$ cat src/rtl/uart_rx_hex_display_if.sv
// Signal bundle between the UART line / display banks and uart_rx_hex_display.
// slave = receiver side (consumes the serial line), master = board/bench side.
interface uart_rx_hex_display_if #(
  parameter int unsigned NUM_DIGITS = 4
);
  logic                    serial_data;
  logic [7:0]              rx_byte;
  logic                    rx_dv;
  logic                    frame_err;
  logic                    parity_err;
  logic [7*NUM_DIGITS-1:0] seg;

  modport slave (
    input  serial_data,
    output rx_byte,
    output rx_dv,
    output frame_err,
    output parity_err,
    output seg
  );

  modport master (
    output serial_data,
    input  rx_byte,
    input  rx_dv,
    input  frame_err,
    input  parity_err,
    input  seg
  );
endinterface

$ cat src/rtl/uart_rx_hex_display.sv
// UART receiver (8N1, or 8E1 when UART_PARITY_EN is defined) feeding a byte history that
// drives NUM_DIGITS active-low hex seven-segment digits; the newest byte sits in digits 1..0.
module uart_rx_hex_display #(
  parameter int unsigned CLKS_PER_BIT = 434,
  parameter int unsigned NUM_DIGITS   = 4
) (
  input  logic                  i_CLK,
  input  logic                  i_RST,
  uart_rx_hex_display_if.slave  io_rx
);

  localparam int unsigned CW = $clog2(CLKS_PER_BIT);
  localparam int unsigned HW = 4 * NUM_DIGITS;
  localparam logic [CW-1:0] HALF = CW'(CLKS_PER_BIT / 2);
  localparam logic [CW-1:0] LAST = CW'(CLKS_PER_BIT - 1);

  typedef enum logic [2:0] {
    StIdle,
    StStart,
    StData,
`ifdef UART_PARITY_EN
    StParity,
`endif
    StStop,
    StCleanup
  } state_e;

  state_e              r_state, w_state_next;
  logic                r_sync1, r_sync2;
  logic [CW-1:0]       r_count, w_count_next;
  logic [2:0]          r_bit_idx, w_bit_idx_next;
  logic [7:0]          r_data, w_data_next;
  logic [7:0]          r_rx_byte, w_rx_byte_next;
  logic                r_rx_dv, w_rx_dv_next;
  logic                r_frame_err, w_frame_err_next;
  logic                w_parity_err_next;
  logic [HW-1:0]       r_hist, w_hist_next;
  logic [7*NUM_DIGITS-1:0] r_seg, w_seg_next;
  logic                w_line;
  logic                w_par_mismatch;

  assign w_line = r_sync2;

`ifdef UART_PARITY_EN
  logic r_par_bit, w_par_bit_next;
  logic r_parity_err;
  assign w_par_mismatch = r_par_bit != (^r_data);
`else
  assign w_par_mismatch = 1'b0;
`endif

  function automatic logic [6:0] hex_to_seg(input logic [3:0] n);
    case (n)
      4'h0:    return 7'h40;
      4'h1:    return 7'h79;
      4'h2:    return 7'h24;
      4'h3:    return 7'h30;
      4'h4:    return 7'h19;
      4'h5:    return 7'h12;
      4'h6:    return 7'h02;
      4'h7:    return 7'h78;
      4'h8:    return 7'h00;
      4'h9:    return 7'h10;
      4'hA:    return 7'h08;
      4'hB:    return 7'h03;
      4'hC:    return 7'h46;
      4'hD:    return 7'h21;
      4'hE:    return 7'h06;
      default: return 7'h0E;
    endcase
  endfunction

  // Two-flop synchroniser; resets to the idle (high) line level.
  always_ff @(posedge i_CLK or posedge i_RST) begin
    if (i_RST) begin
      r_sync1 <= 1'b1;
      r_sync2 <= 1'b1;
    end else begin
      r_sync1 <= io_rx.serial_data;
      r_sync2 <= r_sync1;
    end
  end

  always_comb begin
    w_state_next      = r_state;
    w_count_next      = (r_count == LAST) ? '0 : r_count + 1'b1;
    w_bit_idx_next    = r_bit_idx;
    w_data_next       = r_data;
    w_rx_byte_next    = r_rx_byte;
    w_rx_dv_next      = 1'b0;
    w_frame_err_next  = 1'b0;
    w_parity_err_next = 1'b0;
    w_hist_next       = r_hist;
`ifdef UART_PARITY_EN
    w_par_bit_next    = r_par_bit;
`endif
    case (r_state)
      StIdle: begin
        w_count_next = '0;
        if (!w_line) w_state_next = StStart;
      end
      StStart: begin
        if (r_count == HALF) begin
          w_count_next = '0;
          w_state_next = w_line ? StIdle : StData;
        end
      end
      StData: begin
        if (r_count == LAST) begin
          w_data_next[r_bit_idx] = w_line;
          if (r_bit_idx == 3'd7) begin
            w_bit_idx_next = 3'd0;
            w_count_next   = '0;
`ifdef UART_PARITY_EN
            w_state_next   = StParity;
`else
            w_state_next   = StStop;
`endif
          end else begin
            w_bit_idx_next = r_bit_idx + 3'd1;
          end
        end
      end
`ifdef UART_PARITY_EN
      StParity: begin
        if (r_count == LAST) begin
          w_par_bit_next = w_line;
          w_count_next   = '0;
          w_state_next   = StStop;
        end
      end
`endif
      StStop: begin
        if (r_count == LAST) begin
          w_frame_err_next  = !w_line;
          w_parity_err_next = w_par_mismatch;
          if (w_line && !w_par_mismatch) begin
            w_rx_byte_next = r_data;
            w_rx_dv_next   = 1'b1;
            w_hist_next    = (r_hist << 8) | HW'(r_data);
          end
          w_count_next = '0;
          w_state_next = StCleanup;
        end
      end
      StCleanup: begin
        w_count_next = '0;
        w_state_next = StIdle;
      end
      default: begin
        w_count_next = '0;
        w_state_next = StIdle;
      end
    endcase
  end

  // Digit k shows nibble k of the history; registered, so it trails the history by one cycle.
  always_comb begin
    w_seg_next = '0;
    for (int k = 0; k < int'(NUM_DIGITS); k++) begin
      w_seg_next[7*k +: 7] = hex_to_seg(r_hist[4*k +: 4]);
    end
  end

  always_ff @(posedge i_CLK or posedge i_RST) begin
    if (i_RST) begin
      r_state     <= StIdle;
      r_count     <= '0;
      r_bit_idx   <= 3'd0;
      r_data      <= 8'h00;
      r_rx_byte   <= 8'h00;
      r_rx_dv     <= 1'b0;
      r_frame_err <= 1'b0;
      r_hist      <= '0;
      r_seg       <= {NUM_DIGITS{7'h40}};
    end else begin
      r_state     <= w_state_next;
      r_count     <= w_count_next;
      r_bit_idx   <= w_bit_idx_next;
      r_data      <= w_data_next;
      r_rx_byte   <= w_rx_byte_next;
      r_rx_dv     <= w_rx_dv_next;
      r_frame_err <= w_frame_err_next;
      r_hist      <= w_hist_next;
      r_seg       <= w_seg_next;
    end
  end

`ifdef UART_PARITY_EN
  always_ff @(posedge i_CLK or posedge i_RST) begin
    if (i_RST) begin
      r_par_bit    <= 1'b0;
      r_parity_err <= 1'b0;
    end else begin
      r_par_bit    <= w_par_bit_next;
      r_parity_err <= w_parity_err_next;
    end
  end
  assign io_rx.parity_err = r_parity_err;
`else
  assign io_rx.parity_err = 1'b0;
`endif

  assign io_rx.rx_byte   = r_rx_byte;
  assign io_rx.rx_dv     = r_rx_dv;
  assign io_rx.frame_err = r_frame_err;
  assign io_rx.seg       = r_seg;

endmodule

$ cat src/flat_wrapper.sv
// flat-port wrapper written by rule: the top's interface ports become plain ports
module uart_rx_hex_display_flat 
#(
  parameter int unsigned CLKS_PER_BIT = 434,
  parameter int unsigned NUM_DIGITS   = 4
)
  (i_CLK, i_RST, io_rx_serial_data, io_rx_rx_byte, io_rx_rx_dv, io_rx_frame_err, io_rx_parity_err, io_rx_seg);
  uart_rx_hex_display_if #(.NUM_DIGITS(NUM_DIGITS)) io_rx_i ();
  input  logic i_CLK;
  input  logic i_RST;
  input wire logic [$bits(io_rx_i.serial_data)-1:0] io_rx_serial_data;
  output wire logic [$bits(io_rx_i.rx_byte)-1:0] io_rx_rx_byte;
  output wire logic [$bits(io_rx_i.rx_dv)-1:0] io_rx_rx_dv;
  output wire logic [$bits(io_rx_i.frame_err)-1:0] io_rx_frame_err;
  output wire logic [$bits(io_rx_i.parity_err)-1:0] io_rx_parity_err;
  output wire logic [$bits(io_rx_i.seg)-1:0] io_rx_seg;
  assign io_rx_i.serial_data = io_rx_serial_data;
  assign io_rx_rx_byte = io_rx_i.rx_byte;
  assign io_rx_rx_dv = io_rx_i.rx_dv;
  assign io_rx_frame_err = io_rx_i.frame_err;
  assign io_rx_parity_err = io_rx_i.parity_err;
  assign io_rx_seg = io_rx_i.seg;
  uart_rx_hex_display #(.CLKS_PER_BIT(CLKS_PER_BIT), .NUM_DIGITS(NUM_DIGITS)) u_core (.i_CLK(i_CLK), .i_RST(i_RST), .io_rx(io_rx_i));
endmodule
$ cat config.mk
export PLATFORM = sky130hd
export DESIGN_NAME = uart_rx_hex_display_flat
export DESIGN_NICKNAME = d
export VERILOG_FILES = /design/src/rtl/uart_rx_hex_display_if.sv /design/src/rtl/uart_rx_hex_display.sv /design/src/flat_wrapper.sv
export SDC_FILE = /design/constraint.sdc
export NUM_CORES = 1
export LEC_CHECK = 0
export ABC_AREA = 1
export CELL_PAD_IN_SITES_DETAIL_PLACEMENT = 2
export CELL_PAD_IN_SITES_GLOBAL_PLACEMENT = 2
export CORE_UTILIZATION = 37
export DETAILED_ROUTE_END_ITERATION = 12
export PLACE_DENSITY = 0.87
export SKIP_CTS_REPAIR_TIMING = 1
export SYNTH_ARGS = -nofsm -noshare
export SYNTH_HDL_FRONTEND = slang
export SYNTH_SLANG_ARGS = --single-unit
export TNS_END_PERCENT = 10
$ cat constraint.sdc
create_clock -name i_CLK -period 5.13 [get_ports i_CLK]
set_input_delay 0.513 -clock i_CLK [delete_from_list [all_inputs] [get_ports i_CLK]]
set_output_delay 0.513 -clock i_CLK [all_outputs]
set_load 0.01 [all_outputs]
==> Word level (Yosys, flattened, before mapping) <==
Memories as Yosys holds them, arrays and structs flattened. A register that Yosys moved wholly into a read port is not among the register bits.
Index checks and enable logic that the tools add are counted.
{ "totals": {"ff_bits": 51, "wordCells": 58, "romBits": 448, "n_memories": 4, "input_bits": 3, "out_inout_bits": 39} }
{ "classes": {"n_eq_ne": 11, "reduce_logical": 6, "addsub": 2, "order_cmp": 2, "bitwise": 1, "mux": 22} }
{ "mem_list": {"columns": ["name", "depth", "width", "read_ports", "rd_ports_with_merged_regs", "write_ports", "line_no", "rtl"], "rows": [
  ["(name not given)", 16, 7, 1, 1, 0, "uart_rx_hex_display.sv:53", "case (n)"],
  ["(name not given)", 16, 7, 1, 1, 0, "uart_rx_hex_display.sv:53", null],
  ["(name not given)", 16, 7, 1, 1, 0, "uart_rx_hex_display.sv:53", null],
  ["(name not given)", 16, 7, 1, 1, 0, "uart_rx_hex_display.sv:53", null]
]} }
{ "op_table": {"columns": ["op", "n"], "rows": [
  ["9-bit 2-to-1 mux", 5],
  ["9-bit one-hot mux with 3 select lines", 1],
  ["3-bit 2-to-1 mux", 6],
  ["16-bit by 8-bit OR with 16-bit output", 1],
  ["3-bit one-hot mux with 4 select lines", 1],
  ["9-bit by 1-bit adder with 9-bit output (second input constant)", 1],
  ["9-bit by 8-bit equality test with 1-bit output (second input constant)", 1],
  ["9-bit equality test (second input constant)", 1],
  ["8-bit bitwise mux", 1],
  ["2-bit by 1-bit inequality test with 1-bit output (second input constant)", 4],
  ["3-bit by 2-bit equality test with 1-bit output (second input constant)", 2],
  ["1-bit 2-to-1 mux", 6],
  ["5-bit AND reduction", 1],
  ["3-bit by 4-bit less-than comparator with 1-bit output (second input constant)", 1],
  ["3-bit by 1-bit adder with 3-bit output (second input constant)", 1],
  ["1-bit demux with 3-bit select", 1],
  ["3-bit by 1-bit equality test with 1-bit output (second input constant)", 1],
  ["3-bit equality test (second input constant)", 1],
  ["3-bit by 1-bit >= comparator with 1-bit output (second input constant)", 1],
  ["3-bit zero test", 1],
  ["3-bit AND reduction", 1],
  ["2-bit 2-to-1 mux", 1],
  ["2-bit inequality test (second input constant)", 1],
  ["2-bit AND reduction", 1],
  ["2 further kinds", 2]
]} }

==> Logic depth before layout (Yosys ltp) <==
Gate-level depths: netlist (run 1).
{ "depth": {"word_depth": 5, "depth_mapped": 11, "mapped_depth_nobuf": 10} }

==> Worst setup path before layout (run 1) <==
Ideal clock, no wire load.
{ "synth_path": {"kind": "register to register", "start": "reg u_core.r_count[1]", "end": "reg u_core.r_hist[8]", "t_arrival_ns": 1.325, "setup_slack_ns": 3.681, "stages_incl_launch_ff": 11, "path_buffers": 1, "period_less_slack_ns": 1.449, "required_time_ns": 5.006, "setup_ns": 0.124, "path_cell_list": "dfrtp_1 -> inv_1 -> ha_1 -> nand2_1 -> nor2_2 -> nand2_4 -> inv_2 -> nand3_4 -> buf_6 -> nand2_1 -> o21ai_2"} }
{ "synth_via": {"elab_chain_cells": 2} }
{ "synth_lines": {"columns": ["item", "line_no", "rtl"], "rows": [
  ["start: declaration", "uart_rx_hex_display.sv:30", "logic [CW-1:0] r_count, w_count_next;"],
  ["start signal: assignment", "uart_rx_hex_display.sv:178", "r_count <= w_count_next;"],
  ["9-bit equality test", "uart_rx_hex_display.sv:134", "if (r_count == LAST) begin"],
  ["3-bit AND reduction (no source line)", null, null],
  ["end signal: assignment", "uart_rx_hex_display.sv:184", "r_hist <= w_hist_next;"],
  ["end: declaration", "uart_rx_hex_display.sv:37", "logic [HW-1:0] r_hist, w_hist_next;"]
]} }
Every way passes these cells.
A chain may end at the register's enable or synchronous reset.

==> impl_metrics.ini, run 1 <==
[power_and_ir_drop]
combPwrFrac_pct = 1.3
p_per_area_nw_per_um2 = 272.6
pwr-share-seq_pct = 48.2
swShare_pct = 19.98
total_power_uw = 1166
power_switching_uw = 232.9
power_frac_clock_pct = 50.6
ir_drop_mv = 0.1296
p_int_uw = 932.7
power.leakage_uw = 0.002027

[routing]
drt_iter0_drc = 58
wire_per_inst_um = 16.69
drt_pass1_iterations = 4
drt-total-wl_um = 9379
vias_per_cell = 5.000
drc = 0
drtAntennaViolNets = 0
vias = 2810

[run]
cap_violations = 0

[critical_path]
rr_worst_depth = 10
crit_fanout = 13
cp_cell_sequence = clkdlybuf4s50_1
worstPathBufferInverterCount = 1
crit_slowest_cell = clkdlybuf4s50_1
crit_family = buffers and inverters
path_class = register to output port
startpoint_type = register
crit_arrival_ns = 1.60
crit_path_max_incr_delay_ns = 0.66
cp.required_ns = 4.62
critPathCaptureType = output port
worst-path-stages = 1

[global_route]
grt_max_degree = 38
top_usage_layer = met2
track_usage_pct = 20.64
grt_overflow = 0
grt_pass1_wl_um = 16000
grt.met1_usage_pct = 23.06
grtUsageMet3_pct = 2.855
met2_usage_pct = 39.41
antenna_found_initial = 0
grt_pass1_vias = 3179

[cts]
clkLatencyLatePin_ns = 0.35
htreeDepth = 3
clock-sinks = 71
numCtsBuffers = 9
cts_root_buf = clkbuf_8
clkTransAtPathRegs_ns = 0.07
cts_buffer_depth = 2
cts_tree = done

[finish]
fin_nets = 459
drive_gt1_share_pct = 10.39
final_common_cell = nand2_1
area_growth_syn_to_layout_pct = 19.85
n_antenna_cell = 0
layout_common_cells = nand2_1 (84), dfrtp_1 (65), clkdlybuf4s50_1 (40), inv_1 (35), nor2_1 (29)

[timing]
min_period_over_period_pct = 41.17
drv_slew = 0
worst_pin_slew_ns = 0.7300
setup-tns-final_ns = 0
rsz0062_at_grt = no
setup_violations = 0
period_needed_ns = 2.112
hold_slack_ns = 0.3609
max_freq_mhz = 473.5
maxSlewHeadroom_pct = 51.26
report.final.hold_viol_count = 0
skew_ns = 0.01338

[outcome]
status = complete, no violations

[logic_synthesis]
synth.top_cell.area_share_pct = 45.58
synth-async-reset-ratio_pct = 100.0
syn_inst = 392
syn_area_um2 = 3568
syn_area_per_cell_um2 = 9.103
ys.flop_type = dfrtp_1
syn_nets = 423
synth_cell_types = 34
ys_seq_area_share_pct = 50.00
synth_top_cell_by_area = dfrtp_1
yosysWarningCount = 0
synth_edf_count = 0
ys_top_cells_by_area = dfrtp_1 (46%), ha_1 (9.8%), nand2_1 (8.8%), dfstp_2 (4.4%), inv_1 (3.8%)
ys_ff_latch = 71

[min_path]
hold_class = register to register
holdPathStages = 0

[floorplan]
core-area_um2 = 9284
dieArea_um2 = 10040
die_h_um = 100.2
ios = 42
initial_core_util_pct = 38.44
rows = 35
die_w_um = 100.2

[placed_design]
dp_hpwl_um = 6636
gp_congestion = 0.7919
portBuffers = 40
==> metal layers <==
metal / vias up / routed length (um)
met5: - / 0
met4: 0 / 135
met3: 11 / 145
met2: 30 / 5183
met1: 1435 / 3914
li1: 1334 / -
==> final timing paths <==
path,from,slack (ns),end
min,u_core.r_sync1,0.36,u_core.r_sync2
max in group asynchronous,i_RST,3.52,u_core.r_sync1
min in group asynchronous,i_RST,0.60,u_core.io_rx.seg[1]
max reg2reg,u_core.r_count[1],3.39,u_core.r_hist[0]
min reg2reg,u_core.r_sync1,0.36,u_core.r_sync2
max,u_core.r_hist[6],3.02,io_rx_rx_byte[6]
==> Yosys cell counts (2+ instances only) <==
cell       n
a21oi_1   26
buf_4      9
buf_6      2
clkbuf_1   4
clkinv_1   3
dfrtp_1   65
dfstp_2    6
ha_1      28
inv_1     36
inv_2      3
nand2_1   84
nand2_2    2
nand3_1   23
nand4_1    4
nor2_1    29
nor2_4     2
nor3_1     2
o21ai_0   24
o21ai_1   11
o21ai_2    9
o31ai_1    4
xor2_1     4
==> power by group through the flow <==
stage	Clock, uW	Combinational (uW)	Sequential, uW
after floorplan	0	9.86	572
after global placement	0	15.1	572
after detailed placement	0	15.5	573
after CTS	600	15.6	562
after global routing	619	17.6	562
final	589	14.8	562
==> logic make-up after synthesis <==
logic type      count (synthesis)  synth area share (%)
other cells                     1                0.1051
flops                          71                 50.00
fa+ha+maj                      28                 9.818
xor+xnor                        5                 1.227
buf+inv                        59                 8.029
simple gates                  151                 18.55
compound gates                 77                 12.27
==> final cells by class <==
class / instances / area, um^2
multi-input combinational: 262 / 1498
fill: 1039 / 5007
timing repair buffer: 41 / 407.9
tap: 129 / 161.4
clock inverter: 7 / 135.1
clock buffer: 9 / 123.9
sequential: 71 / 1784
inverter: 43 / 166.4
==> flip-flops by register name, indices dropped and copies added, names as in the netlist <==
name                    cells
u_core.r_data               8
u_core.io_rx.frame_err      1
u_core.io_rx.seg           28
u_core.r_count              9
u_core.r_sync2              1
u_core.r_bit_idx            3
u_core.io_rx.rx_dv          1
u_core.r_state              3
u_core.r_hist              16
u_core.r_sync1              1
==> per-stage QoR <==
| stage | instance area [um^2] | setup slack, ns | std cells | util, % |
|---|---|---|---|---|
| final | 4277 | 3.018 | 562 | 46.06 |
| after global routing | 4277 | 2.931 | 562 | 46.06 |
| after detailed placement | 4018 | 3.102 | 546 | 43.27 |
| after CTS | 4277 | 2.991 | 562 | 46.06 |
| after global placement | 4018 | 3.128 | 546 | 43.27 |
| after floorplan | 3568 | 2.830 | 392 | - |
(Power assumes the default switching activity.)
==> run 2, diff against run 1 <==
--- a/config.mk
+++ b/config.mk
@@ -8,9 +8,9 @@
 export ABC_AREA = 1
 export CELL_PAD_IN_SITES_DETAIL_PLACEMENT = 2
 export CELL_PAD_IN_SITES_GLOBAL_PLACEMENT = 2
-export CORE_UTILIZATION = 37
+export CORE_UTILIZATION = 34
 export DETAILED_ROUTE_END_ITERATION = 12
-export PLACE_DENSITY = 0.87
+export PLACE_DENSITY = 0.81
 export SKIP_CTS_REPAIR_TIMING = 1
 export SYNTH_ARGS = -nofsm -noshare
 export SYNTH_HDL_FRONTEND = slang
==> constraint.sdc (replaced) <==
create_clock -name i_CLK -period 2.14 [get_ports i_CLK]
set_input_delay 0.214 -clock i_CLK [delete_from_list [all_inputs] [get_ports i_CLK]]
set_output_delay 0.214 -clock i_CLK [all_outputs]
set_load 0.01 [all_outputs]
==> run 2 against run 1 <==
Core utilization shrank 4.3 points. Critical path depth unchanged. Flip-flop and latch count unchanged. Total power grew 120%. Combinational power increased to 2.9 times the previous value. Register-to-register slack worse by 3.0 ns. Routed wire length decreased by 9.6%. Sequential share of layout area is essentially flat. Final cell count is 1.4% higher. Die area grew 8.6%. Largest power group is now registers.
==> impl_metrics.ini, run 2 (synthesis results as in run 1) <==
[outcome]
status = complete, no violations

[global_route]
grt_pass1_wl_um = 14810
grt_overflow = 0
grt_pass1_vias = 3014
track_usage_pct = 17.02
antenna_found_initial = 0
grt_max_degree = 29

[run]
cap_violations = 0

[timing]
max_freq_mhz = 546.3
setup-tns-final_ns = 0
drv_slew = 0
report.final.hold_viol_count = 0
setup_violations = 0
rsz0062_at_grt = no
period_needed_ns = 1.831
min_period_over_period_pct = 85.54
timing.final.ws_setup_ns = 0.3094
maxSlewHeadroom_pct = 65.17
skew_ns = 0.01370
worst_pin_slew_ns = 0.5217

[cts]
htreeDepth = 3
numCtsBuffers = 9
clock-sinks = 71
clkTransAtPathRegs_ns = 0.08
cts_root_buf = clkbuf_8
cts_buffer_depth = 2
clkLatencyLatePin_ns = 0.34
cts_tree = done

[placed_design]
gp_congestion = 0.7955
portBuffers = 40
dpl-instance-area_um2 = 4059
pre_cts_ws_ns = 0.4614
dp_hpwl_um = 6337

[floorplan]
die_w_um = 104.4
die_h_um = 104.4
rows = 37
core-area_um2 = 10230
initial_core_util_pct = 34.88
dieArea_um2 = 10910
ios = 42

[critical_path]
crit_arrival_ns = 1.62
crit_slowest_cell = dfrtp_1
cp_cell_sequence = clkdlybuf4s50_1
crit_path_max_incr_delay_ns = 0.64
rr_worst_depth = 10
reg2reg_to = u_core.r_hist[0]
worstPathBufferInverterCount = 1
cp.required_ns = 1.93
path_class = register to output port
crit_end = io_rx_rx_byte[6]
crit_family = flip-flops
worst-path-stages = 1
startpoint_type = register
rr_startpoint = u_core.r_count[1]
worst-r2r-setup-slack_ns = 0.43
crit_fanout = 13
critPathCaptureType = output port
critPathLaunch = u_core.r_hist[6]

[routing]
vias_per_cell = 4.849
drtAntennaViolNets = 0
drt_iter0_drc = 65
drt_pass1_iterations = 4
wire_per_inst_um = 14.87
vias = 2764
drt-total-wl_um = 8478
drc = 0

[power_and_ir_drop]
power.leakage_uw = 0.002017
total_power_uw = 2586
ir_drop_mv = 0.2540
p_per_area_nw_per_um2 = 604.5

[finish]
drive_gt1_share_pct = 10.60
largest_reg_flops = 28
n_antenna_cell = 0
design_area_um2 = 4278
area_growth_syn_to_layout_pct = 19.88
layout_common_cells = nand2_1 (84), dfrtp_1 (65), clkdlybuf4s50_1 (40), inv_1 (35), nor2_1 (29)
fin_nets = 460
finish.utilization_pct = 41.81
final_common_cell = nand2_1

[min_path]
hold_class = input port to asynchronous set/reset pin
run 2: final cells by class:
class                   count  area (um^2)
fillers                  1109         5953
flip-flops and latches     71         1784
multi-input cells         262         1498
repair buffers             42        440.4
well taps                 136        170.2
inverters                  43        166.4
clock buffers               9        123.9
clock inverters             7        95.09
run 2: per-layer routing:
layer	wire, um	GRT usage (%)	vias up
li1	-	-	1338
met1	3841	21.27	1388
met2	4371	29.71	28
met3	167	2.318	10
met4	97	6.429	0
met5	0	0	-
run 2: metrics by stage:
step,instances,hold slack [ns]
finish,570,0.2530
global route,570,0.2543
CTS,570,0.2552
detailed placement,554,0.3511
global placement,554,0.3468
floorplan,392,0.2185
run 2: worst min-delay path by stage:
| stage | slack (ns) | cells after the start | from | end |
|---|---|---|---|---|
| after global placement | 0.35 | 0 | u_core.r_sync1 | u_core.r_sync2 |
| after global routing | 0.25 | 1 | io_rx_serial_data | u_core.r_sync1 |
| after detailed placement | 0.35 | 0 | u_core.r_sync1 | u_core.r_sync2 |
| after floorplan | 0.22 | 0 | io_rx_serial_data | u_core.r_sync1 |
| after CTS | 0.26 | 2 | i_RST | u_core.r_hist[3] |
| final | 0.25 | 2 | i_RST | u_core.r_data[1] |
run 2: power breakdown:
part | total [uW] | switching [uW] | internal (uW) | leakage [uW]
Clock | 1200 | 539 | 659 | 0.000110
Sequential | 1350 | 1.99 | 1340 | 0.000957
Combinational | 42.2 | 31.2 | 11.0 | 0.000951
Total | 2590 | 572 | 2010 | 0.00202
